`src/rtl/ikbd_serial_link_pkg.sv`:
```
// Shared definitions for the IKBD host-side serial link: frame geometry and
// the state encodings of the TX and RX frame FSMs.
package ikbd_serial_link_pkg;

  // 8N1 frame: one start bit, eight data bits, one stop bit.
  localparam int FRAME_BITS = 10;
  localparam int DATA_BITS  = 8;

  typedef enum logic [1:0] {
    T_IDLE  = 2'd0,
    T_START = 2'd1,
    T_DATA  = 2'd2,
    T_STOP  = 2'd3
  } tx_state_e;

  typedef enum logic [1:0] {
    R_IDLE  = 2'd0,
    R_START = 2'd1,
    R_DATA  = 2'd2,
    R_STOP  = 2'd3
  } rx_state_e;

endpackage

```
`src/rtl/ikbd_byte_fifo.sv`:
```
// Small count-based synchronous byte FIFO. A push while full and a pop while
// empty are ignored; full/empty are decoded from the registered count, so a
// pop in the same cycle does not make room for a push (no bypass).
module ikbd_byte_fifo
  import ikbd_serial_link_pkg::*;
#(
  parameter int DEPTH = 4
) (
  input  logic                 clk_i,
  input  logic                 rst_ni,
  input  logic                 push_i,
  input  logic [DATA_BITS-1:0] data_i,
  input  logic                 pop_i,
  output logic [DATA_BITS-1:0] data_o,
  output logic                 full_o,
  output logic                 empty_o
);

  localparam int AW = $clog2(DEPTH);

  logic [DATA_BITS-1:0] mem_q [DEPTH];
  logic [AW-1:0]        wr_ptr_q, rd_ptr_q;
  logic [AW:0]          count_q;
  logic                 do_push, do_pop;

  assign full_o  = (count_q == (AW + 1)'(DEPTH));
  assign empty_o = (count_q == '0);
  assign do_push = push_i & ~full_o;
  assign do_pop  = pop_i & ~empty_o;
  assign data_o  = mem_q[rd_ptr_q];

  // Storage array: written on an accepted push, no reset needed.
  always_ff @(posedge clk_i) begin
    if (do_push) mem_q[wr_ptr_q] <= data_i;
  end

  // Pointers wrap naturally (power-of-two depth); count tracks occupancy.
  always_ff @(posedge clk_i or negedge rst_ni) begin
    if (!rst_ni) begin
      wr_ptr_q <= '0;
      rd_ptr_q <= '0;
      count_q  <= '0;
    end else begin
      if (do_push) wr_ptr_q <= wr_ptr_q + AW'(1);
      if (do_pop)  rd_ptr_q <= rd_ptr_q + AW'(1);
      case ({do_push, do_pop})
        2'b10:   count_q <= count_q + (AW + 1)'(1);
        2'b01:   count_q <= count_q - (AW + 1)'(1);
        default: count_q <= count_q;
      endcase
    end
  end

endmodule

```
`src/rtl/ikbd_serial_link.sv`:
```
// Host-side serial link to the IKBD MCU SCI. Host bytes are queued in a small
// FIFO and sent as 8N1 frames on sci_rxd; frames arriving on sci_txd are
// deserialised into rx_data. All bit timing advances on clken only, so the
// link runs at exactly BIT_CYCLES enable ticks per bit, like the MCU's SCI.
//
// Host TX handshake: a byte is taken on any clock edge where tx_valid and
// tx_ready are both high; tx_ready depends only on registered FIFO state.
// Host RX has no back-pressure: rx_valid is a one-cycle strobe and rx_data
// is simply overwritten by the next completed frame.
module ikbd_serial_link
  import ikbd_serial_link_pkg::*;
#(
  parameter int BIT_CYCLES = 256,
  parameter int FIFO_DEPTH = 4
) (
  input  logic       mcu_clx2,
  input  logic       mcu_rst_n,
  input  logic       clken,
  input  logic [7:0] tx_data,
  input  logic       tx_valid,
  output logic       tx_ready,
  output logic       tx_busy,
  output logic       sci_rxd,
  input  logic       sci_txd,
  output logic [7:0] rx_data,
  output logic       rx_valid,
  output logic       rx_ferr,
  output logic [1:0] dbg_tx_state,
  output logic [1:0] dbg_rx_state
);

  localparam int             CW       = $clog2(BIT_CYCLES);
  localparam int             DBITS    = FRAME_BITS - 2;
  localparam logic [CW-1:0]  CNT_LAST = CW'(BIT_CYCLES - 1);
  localparam logic [CW-1:0]  CNT_MID  = CW'(BIT_CYCLES / 2 - 1);
  localparam logic [2:0]     BIT_LAST = 3'(DBITS - 1);

  // ---------------------------------------------------------------- FIFO
  logic                 fifo_pop, fifo_full, fifo_empty;
  logic [DATA_BITS-1:0] fifo_rdata;

  ikbd_byte_fifo #(.DEPTH(FIFO_DEPTH)) u_fifo (
    .clk_i   (mcu_clx2),
    .rst_ni  (mcu_rst_n),
    .push_i  (tx_valid),
    .data_i  (tx_data),
    .pop_i   (fifo_pop),
    .data_o  (fifo_rdata),
    .full_o  (fifo_full),
    .empty_o (fifo_empty)
  );

  assign tx_ready = ~fifo_full;

  // ---------------------------------------------------------------- TX
  tx_state_e            tx_state_q, tx_state_d;
  logic [CW-1:0]        tx_cnt_q, tx_cnt_d;
  logic [2:0]           tx_bit_q, tx_bit_d;
  logic [DATA_BITS-1:0] tx_shreg_q, tx_shreg_d;
  logic                 rxd_q, rxd_d;

  assign sci_rxd      = rxd_q;
  assign tx_busy      = ~fifo_empty | (tx_state_q != T_IDLE);
  assign dbg_tx_state = tx_state_q;

  // TX next state: line value is decided one tick ahead so sci_rxd is a flop.
  always_comb begin
    tx_state_d = tx_state_q;
    tx_cnt_d   = tx_cnt_q;
    tx_bit_d   = tx_bit_q;
    tx_shreg_d = tx_shreg_q;
    rxd_d      = rxd_q;
    fifo_pop   = 1'b0;
    if (clken) begin
      case (tx_state_q)
        T_IDLE: begin
          if (!fifo_empty) begin
            fifo_pop   = 1'b1;
            tx_shreg_d = fifo_rdata;
            rxd_d      = 1'b0;
            tx_cnt_d   = '0;
            tx_state_d = T_START;
          end
        end
        T_START: begin
          if (tx_cnt_q == CNT_LAST) begin
            tx_cnt_d   = '0;
            tx_bit_d   = '0;
            rxd_d      = tx_shreg_q[0];
            tx_state_d = T_DATA;
          end else begin
            tx_cnt_d = tx_cnt_q + CW'(1);
          end
        end
        T_DATA: begin
          if (tx_cnt_q == CNT_LAST) begin
            tx_cnt_d = '0;
            if (tx_bit_q == BIT_LAST) begin
              rxd_d      = 1'b1;
              tx_state_d = T_STOP;
            end else begin
              tx_bit_d   = tx_bit_q + 3'd1;
              tx_shreg_d = {1'b0, tx_shreg_q[DATA_BITS-1:1]};
              rxd_d      = tx_shreg_q[1];
            end
          end else begin
            tx_cnt_d = tx_cnt_q + CW'(1);
          end
        end
        T_STOP: begin
          if (tx_cnt_q == CNT_LAST) begin
            tx_cnt_d = '0;
            // Back-to-back frames: go straight to the next start bit.
            if (!fifo_empty) begin
              fifo_pop   = 1'b1;
              tx_shreg_d = fifo_rdata;
              rxd_d      = 1'b0;
              tx_state_d = T_START;
            end else begin
              tx_state_d = T_IDLE;
            end
          end else begin
            tx_cnt_d = tx_cnt_q + CW'(1);
          end
        end
        default: tx_state_d = T_IDLE;
      endcase
    end
  end

  // TX state register; reset forces the line idle-high immediately.
  always_ff @(posedge mcu_clx2 or negedge mcu_rst_n) begin
    if (!mcu_rst_n) begin
      tx_state_q <= T_IDLE;
      tx_cnt_q   <= '0;
      tx_bit_q   <= '0;
      tx_shreg_q <= '0;
      rxd_q      <= 1'b1;
    end else begin
      tx_state_q <= tx_state_d;
      tx_cnt_q   <= tx_cnt_d;
      tx_bit_q   <= tx_bit_d;
      tx_shreg_q <= tx_shreg_d;
      rxd_q      <= rxd_d;
    end
  end

  // ---------------------------------------------------------------- RX
  logic                 sync1_q, sync2_q;
  logic                 rx_prev_q, rx_prev_d;
  rx_state_e            rx_state_q, rx_state_d;
  logic [CW-1:0]        rx_cnt_q, rx_cnt_d;
  logic [2:0]           rx_bit_q, rx_bit_d;
  logic [DATA_BITS-1:0] rx_shreg_q, rx_shreg_d;
  logic [DATA_BITS-1:0] rx_data_q, rx_data_d;
  logic                 rx_valid_q, rx_valid_d;
  logic                 rx_ferr_q, rx_ferr_d;

  assign rx_data      = rx_data_q;
  assign rx_valid     = rx_valid_q;
  assign rx_ferr      = rx_ferr_q;
  assign dbg_rx_state = rx_state_q;

  // Two-flop synchroniser on the asynchronous MCU line; runs every clock.
  always_ff @(posedge mcu_clx2 or negedge mcu_rst_n) begin
    if (!mcu_rst_n) begin
      sync1_q <= 1'b1;
      sync2_q <= 1'b1;
    end else begin
      sync1_q <= sci_txd;
      sync2_q <= sync1_q;
    end
  end

  // RX next state: start edge found on ticks, bits sampled near their centre.
  always_comb begin
    rx_state_d = rx_state_q;
    rx_cnt_d   = rx_cnt_q;
    rx_bit_d   = rx_bit_q;
    rx_shreg_d = rx_shreg_q;
    rx_data_d  = rx_data_q;
    rx_prev_d  = rx_prev_q;
    rx_valid_d = 1'b0;
    rx_ferr_d  = 1'b0;
    if (clken) begin
      rx_prev_d = sync2_q;
      case (rx_state_q)
        R_IDLE: begin
          // A low line alone is not enough: a framing error must see the
          // line return high before the next start is accepted.
          if (rx_prev_q && !sync2_q) begin
            rx_cnt_d   = '0;
            rx_state_d = R_START;
          end
        end
        R_START: begin
          if (rx_cnt_q == CNT_MID) begin
            rx_cnt_d = '0;
            rx_bit_d = '0;
            rx_state_d = sync2_q ? R_IDLE : R_DATA;
          end else begin
            rx_cnt_d = rx_cnt_q + CW'(1);
          end
        end
        R_DATA: begin
          if (rx_cnt_q == CNT_LAST) begin
            rx_cnt_d   = '0;
            rx_shreg_d = {sync2_q, rx_shreg_q[DATA_BITS-1:1]};
            if (rx_bit_q == BIT_LAST) begin
              rx_state_d = R_STOP;
            end else begin
              rx_bit_d = rx_bit_q + 3'd1;
            end
          end else begin
            rx_cnt_d = rx_cnt_q + CW'(1);
          end
        end
        R_STOP: begin
          if (rx_cnt_q == CNT_LAST) begin
            rx_cnt_d   = '0;
            rx_data_d  = rx_shreg_q;
            rx_valid_d = 1'b1;
            rx_ferr_d  = ~sync2_q;
            rx_state_d = R_IDLE;
          end else begin
            rx_cnt_d = rx_cnt_q + CW'(1);
          end
        end
        default: rx_state_d = R_IDLE;
      endcase
    end
  end

  // RX state register and host-facing outputs.
  always_ff @(posedge mcu_clx2 or negedge mcu_rst_n) begin
    if (!mcu_rst_n) begin
      rx_state_q <= R_IDLE;
      rx_cnt_q   <= '0;
      rx_bit_q   <= '0;
      rx_shreg_q <= '0;
      rx_data_q  <= '0;
      rx_prev_q  <= 1'b1;
      rx_valid_q <= 1'b0;
      rx_ferr_q  <= 1'b0;
    end else begin
      rx_state_q <= rx_state_d;
      rx_cnt_q   <= rx_cnt_d;
      rx_bit_q   <= rx_bit_d;
      rx_shreg_q <= rx_shreg_d;
      rx_data_q  <= rx_data_d;
      rx_prev_q  <= rx_prev_d;
      rx_valid_q <= rx_valid_d;
      rx_ferr_q  <= rx_ferr_d;
    end
  end

endmodule

```
`config.mk`:
```
export PLATFORM = sky130hd
export DESIGN_NAME = ikbd_serial_link
export DESIGN_NICKNAME = d
export VERILOG_FILES = /design/src/rtl/ikbd_serial_link_pkg.sv /design/src/rtl/ikbd_byte_fifo.sv /design/src/rtl/ikbd_serial_link.sv
export SDC_FILE = /design/constraint.sdc
export NUM_CORES = 1
export LEC_CHECK = 0
export BUFFER_PORTS_ARGS = -buffer_cell sky130_fd_sc_hd__buf_2
export CAP_MARGIN = 30
export CORE_MARGIN = 8
export CORE_UTILIZATION = 50
export CTS_CLUSTER_DIAMETER = 80
export DETAILED_ROUTE_END_ITERATION = 16
export PLACE_DENSITY_LB_ADDON = 0.1
export SLEW_MARGIN = 10
export SYNTH_ARGS = -nofsm -noshare
export SYNTH_HDL_FRONTEND = slang
export SYNTH_SLANG_ARGS = --single-unit
```
`constraint.sdc`:
```
create_clock -name mcu_clx2 -period 3.1 [get_ports mcu_clx2]
set_clock_uncertainty 0.1 [all_clocks]
set_input_delay 0.62 -clock mcu_clx2 [delete_from_list [all_inputs] [get_ports mcu_clx2]]
set_output_delay 0.62 -clock mcu_clx2 [all_outputs]
set_load 0.01 [all_outputs]
```
==> results.json <==
{
  "synthesis.area_um2": 4473,
  "multiInputGateArea_um2": 1814,
  "antenna_violating_nets_post_route": 0,
  "drv.max_cap_violation_count": 0,
  "cell_row_count": 34,
  "post_layout_nonfiller_instances": 475,
  "post-synth-top-area-cell": "sky130_fd_sc_hd__dfrtp_1",
  "number_of_antenna_violations_at_the_first_check_in_global_routing": 0,
  "clock_tree.root_cell": "sky130_fd_sc_hd__clkbuf_8",
  "die_x_um": 110.6,
  "cts_tree": "done",
  "unrepaired_setup_endpoints_after_global_routing": "no",
  "synth_top_family_by_area": "multiplexers",
  "synth_warnings": 0,
  "place_hpwl_mm": 5.469,
  "final_util_pct": 56.48,
  "first_pass_grt_wire_length_mm": 13.34,
  "clockBufferDepth": 2,
  "yosys_most_used_dff": "sky130_fd_sc_hd__dfrtp_1",
  "floorplan.die_area_um2": 12230,
  "critPathLaunchType": "register",
  "synth_edf_count": 32,
  "grt_use_met2_pct": 20.51,
  "detail_route.wl_per_cell_um": 16.67,
  "worst-slew-pin-transition_ns": 0.6151,
  "post-cts-setup-buffers": 0,
  "synth.yosys.seq_area_share_pct": 56.84,
  "critPathKind": "register to register",
  "synth_cell_types": 63,
  "dpl.cell_count": 459,
  "sequential_cell_area_um2": 2542,
  "cts.hold.buffers_added": 0,
  "drc": 0,
  "first_global_vias": 2776,
  "timing.final.crit_share_pct": 90.75,
  "postSynthAreaPerCell_um2": 13.60,
  "synth_compound_area_share_pct": 8.811,
  "numPortBuffers": 29,
  "totalPowerFinal_w": 0.003887,
  "synthDominantCellAreaShare_pct": 33.01,
  "gr-usage-all-layers_pct": 12.99,
  "min_period_ns": 2.813,
  "die_h_um": 110.6,
  "synth_nets": 360,
  "synth_mux_area_share_pct": 14.74,
  "path_clk_slew_ns": 0.10,
  "grt_overflow": 0,
  "power_density_relative_to_cell_area_nw_per_um2": 789.0,
  "setup_viol_count_final": 0,
  "end_kind": "register",
  "fin_setup_tns_ns": 0,
  "final_max_slew_viol_count": 0,
  "required_ns": 3.28,
  "pin_count": 30,
  "post_route_cells_drive_above_1_share_pct": 29.70,
  "synth_xor_xnor_area_share_pct": 1.371,
  "total_leakage_power_nw": 2.117,
  "cp_data_arrival_time_ns": 3.00,
  "route.vias.total": 2728,
  "timing_hold_violations_final": 0,
  "r2r_slack_ns": 0.29,
  "synth-async-reset-ratio_pct": 66.32,
  "met3_usage_pct": 3.301,
  "maximum_number_of_pins_on_one_net_before_global_route_repair": 42,
  "finalNetCount": 393,
  "drtPass1Iterations": 7,
  "clk_latency_ns": 0.35,
  "area_growth_syn_to_layout_pct": 10.13,
  "antenna_cells": 0,
  "place_congestion": 0.8250,
  "core_um2": 8721,
  "globalRouteMet1Util_pct": 16.83,
  "numCtsBuffers": 9,
  "ctsHtreeMaxLevel": 3,
  "yosys_register_bits": 95,
  "relSlewSlack_pct": 58.99,
  "cts_num_sinks": 95,
  "critical_path_peak_fanout": 5,
  "worstHoldPathType": "primary input to asynchronous set/reset pin",
  "routed_wl_mm": 7.916,
  "num-fill-cells": 701,
  "cts_resized": 0,
  "status": "finished, final reports clean",
  "gr-max-usage-layer": "met2",
  "ys_top_cells_by_area": "sky130_fd_sc_hd__dfrtp_1 33%, sky130_fd_sc_hd__edfxtp_1 21%, sky130_fd_sc_hd__mux2_2 6.8%",
  "achievable-frequency_mhz": 355.5,
  "yosys.area_share.adder_pct": 5.203,
  "post_drt_via_cell_ratio": 5.743,
  "postSynthCellCount": 329,
  "peakVddDrop_mv": 0.4443,
  "synthesized_area_fraction_occupied_by_and_or_nand_nor_cells_pct": 10.29,
  "initial_core_util_pct": 51.29,
  "drtIter0Drc": 119
}
==> power breakdown <==
part	switching [W]	internal [W]	total, W
clock network	0.000470	0.000307	0.000777
logic	0.000584	0.000621	0.00121
registers	0.000288	0.00162	0.00190
total	0.00134	0.00255	0.00389
==> layer usage <==
layer	vias to the layer above	wire length (µm)
met5	-	0
met1	1356	3877
met4	0	112
li1	1299	-
met3	11	296
met2	62	3629
==> cell usage after synthesis, types with 3 or more instances <==
| cell | n |
|---|---|
| sky130_fd_sc_hd__or3_1 | 3 |
| sky130_fd_sc_hd__xor2_1 | 5 |
| sky130_fd_sc_hd__o41ai_1 | 3 |
| sky130_fd_sc_hd__nand2b_1 | 3 |
| sky130_fd_sc_hd__nand3_1 | 8 |
| sky130_fd_sc_hd__o21ai_0 | 11 |
| sky130_fd_sc_hd__nor3_1 | 4 |
| sky130_fd_sc_hd__mux2_2 | 27 |
| sky130_fd_sc_hd__nor2_1 | 7 |
| sky130_fd_sc_hd__inv_1 | 16 |
| sky130_fd_sc_hd__dfrtp_1 | 59 |
| sky130_fd_sc_hd__a211oi_1 | 3 |
| sky130_fd_sc_hd__mux4_2 | 8 |
| sky130_fd_sc_hd__nor4_1 | 5 |
| sky130_fd_sc_hd__and3_1 | 8 |
| sky130_fd_sc_hd__dfstp_2 | 4 |
| sky130_fd_sc_hd__a21oi_1 | 4 |
| sky130_fd_sc_hd__edfxtp_1 | 32 |
| sky130_fd_sc_hd__and2_1 | 3 |
| sky130_fd_sc_hd__clkbuf_1 | 5 |
| sky130_fd_sc_hd__o211ai_1 | 4 |
| sky130_fd_sc_hd__o2111ai_1 | 3 |
| sky130_fd_sc_hd__a31oi_1 | 3 |
| sky130_fd_sc_hd__mux2i_1 | 4 |
| sky130_fd_sc_hd__nand2_1 | 25 |
| sky130_fd_sc_hd__ha_1 | 17 |
| sky130_fd_sc_hd__mux2_4 | 9 |
| sky130_fd_sc_hd__a32o_1 | 3 |
==> final cells by class <==
class | instances | share of cell area [%]
multi-input combinational | 207 | 36.83
clock buffer | 9 | 2.515
sequential | 95 | 51.61
tap | 108 | 2.743
timing repair buffer | 33 | 3.810
clock inverter | 7 | 1.270
inverter | 16 | 1.219
==> sequential cells by signal (all words and copies together), names as in the netlist, 2 cells and up, named ones only <==
name,count
dbg_tx_state,2
rx_data,8
u_fifo.rd_ptr_q,2
tx_bit_q,3
tx_shreg_q,8
rx_shreg_q,8
rx_cnt_q,8
rx_bit_q,3
u_fifo.wr_ptr_q,2
tx_cnt_q,8
u_fifo.mem_q,32
u_fifo.count_q,3
==> final timing paths <==
kind / from / endpoint / depth (start not counted)
setup reg to reg: tx_cnt_q[0] / u_fifo.count_q[2] / 10
setup / recovery: tx_cnt_q[0] / u_fifo.count_q[2] / 10
hold / removal: mcu_rst_n / rx_shreg_q[3] / 1
min in group mcu_clx2: sci_txd / sync1_q / 1
max in group asynchronous: mcu_rst_n / sync2_q / 2
hold reg to reg: sync1_q / sync2_q / 0
==> worst max-delay path, cell delays in order, from the launching register on <==
cell                      delay, ns
sky130_fd_sc_hd__dfrtp_1       0.42
sky130_fd_sc_hd__ha_1          0.26
sky130_fd_sc_hd__and2_1        0.23
sky130_fd_sc_hd__a41oi_1       0.20
sky130_fd_sc_hd__nor4_2        0.44
sky130_fd_sc_hd__ha_1          0.26
sky130_fd_sc_hd__inv_1         0.06
sky130_fd_sc_hd__fa_1          0.37
sky130_fd_sc_hd__xor2_1        0.15
sky130_fd_sc_hd__nor2_1        0.11
sky130_fd_sc_hd__xor2_1        0.14
==> cell usage in the layout (no fill, tap or decap), types with 3 or more instances in the layout <==
| master | count |
|---|---|
| sky130_fd_sc_hd__a21oi_1 | 4 |
| sky130_fd_sc_hd__mux4_2 | 8 |
| sky130_fd_sc_hd__a32o_1 | 3 |
| sky130_fd_sc_hd__edfxtp_1 | 32 |
| sky130_fd_sc_hd__o41ai_1 | 3 |
| sky130_fd_sc_hd__mux2_2 | 27 |
| sky130_fd_sc_hd__o211ai_1 | 4 |
| sky130_fd_sc_hd__a211oi_1 | 3 |
| sky130_fd_sc_hd__nor3_1 | 4 |
| sky130_fd_sc_hd__dfstp_2 | 4 |
| sky130_fd_sc_hd__a31oi_1 | 3 |
| sky130_fd_sc_hd__nor2_1 | 7 |
| sky130_fd_sc_hd__buf_4 | 3 |
| sky130_fd_sc_hd__nand3_1 | 8 |
| sky130_fd_sc_hd__and2_1 | 3 |
| sky130_fd_sc_hd__and3_1 | 8 |
| sky130_fd_sc_hd__nand2b_1 | 3 |
| sky130_fd_sc_hd__clkinvlp_4 | 3 |
| sky130_fd_sc_hd__o2111ai_1 | 3 |
| sky130_fd_sc_hd__ha_1 | 17 |
| sky130_fd_sc_hd__buf_2 | 29 |
| sky130_fd_sc_hd__mux2_4 | 9 |
| sky130_fd_sc_hd__or3_1 | 3 |
| sky130_fd_sc_hd__nand2_1 | 25 |
| sky130_fd_sc_hd__inv_1 | 16 |
| sky130_fd_sc_hd__clkbuf_8 | 9 |
| sky130_fd_sc_hd__nor4_1 | 4 |
| sky130_fd_sc_hd__dfrtp_1 | 59 |
| sky130_fd_sc_hd__xor2_1 | 5 |
| sky130_fd_sc_hd__o21ai_0 | 11 |
| sky130_fd_sc_hd__mux2i_1 | 4 |
==> cells by family (layout without fill, tap and decap cells) <==
family,Yosys count,after routing
buffers and inverters,27,65
xor gates and xnor gates,7,7
muxes,48,48
DFF,95,95
AOI/OAI and AO/OA,53,53
adders and majority gates,18,18
and+or+nand+nor,81,81
==> per-stage QoR <==
step | cell area, µm² | setup WS, ns | hold WS [ns]
after floorplan | 4473 | 0.5126 | 0.2244
after global placement | 4733 | 0.3325 | 0.2530
after detailed placement | 4733 | 0.2018 | 0.2529
after CTS | 4920 | 0.1849 | 0.1396
after global routing | 4926 | 0.1108 | 0.1581
final | 4926 | 0.2868 | 0.1383
(Power assumes the default switching activity.)
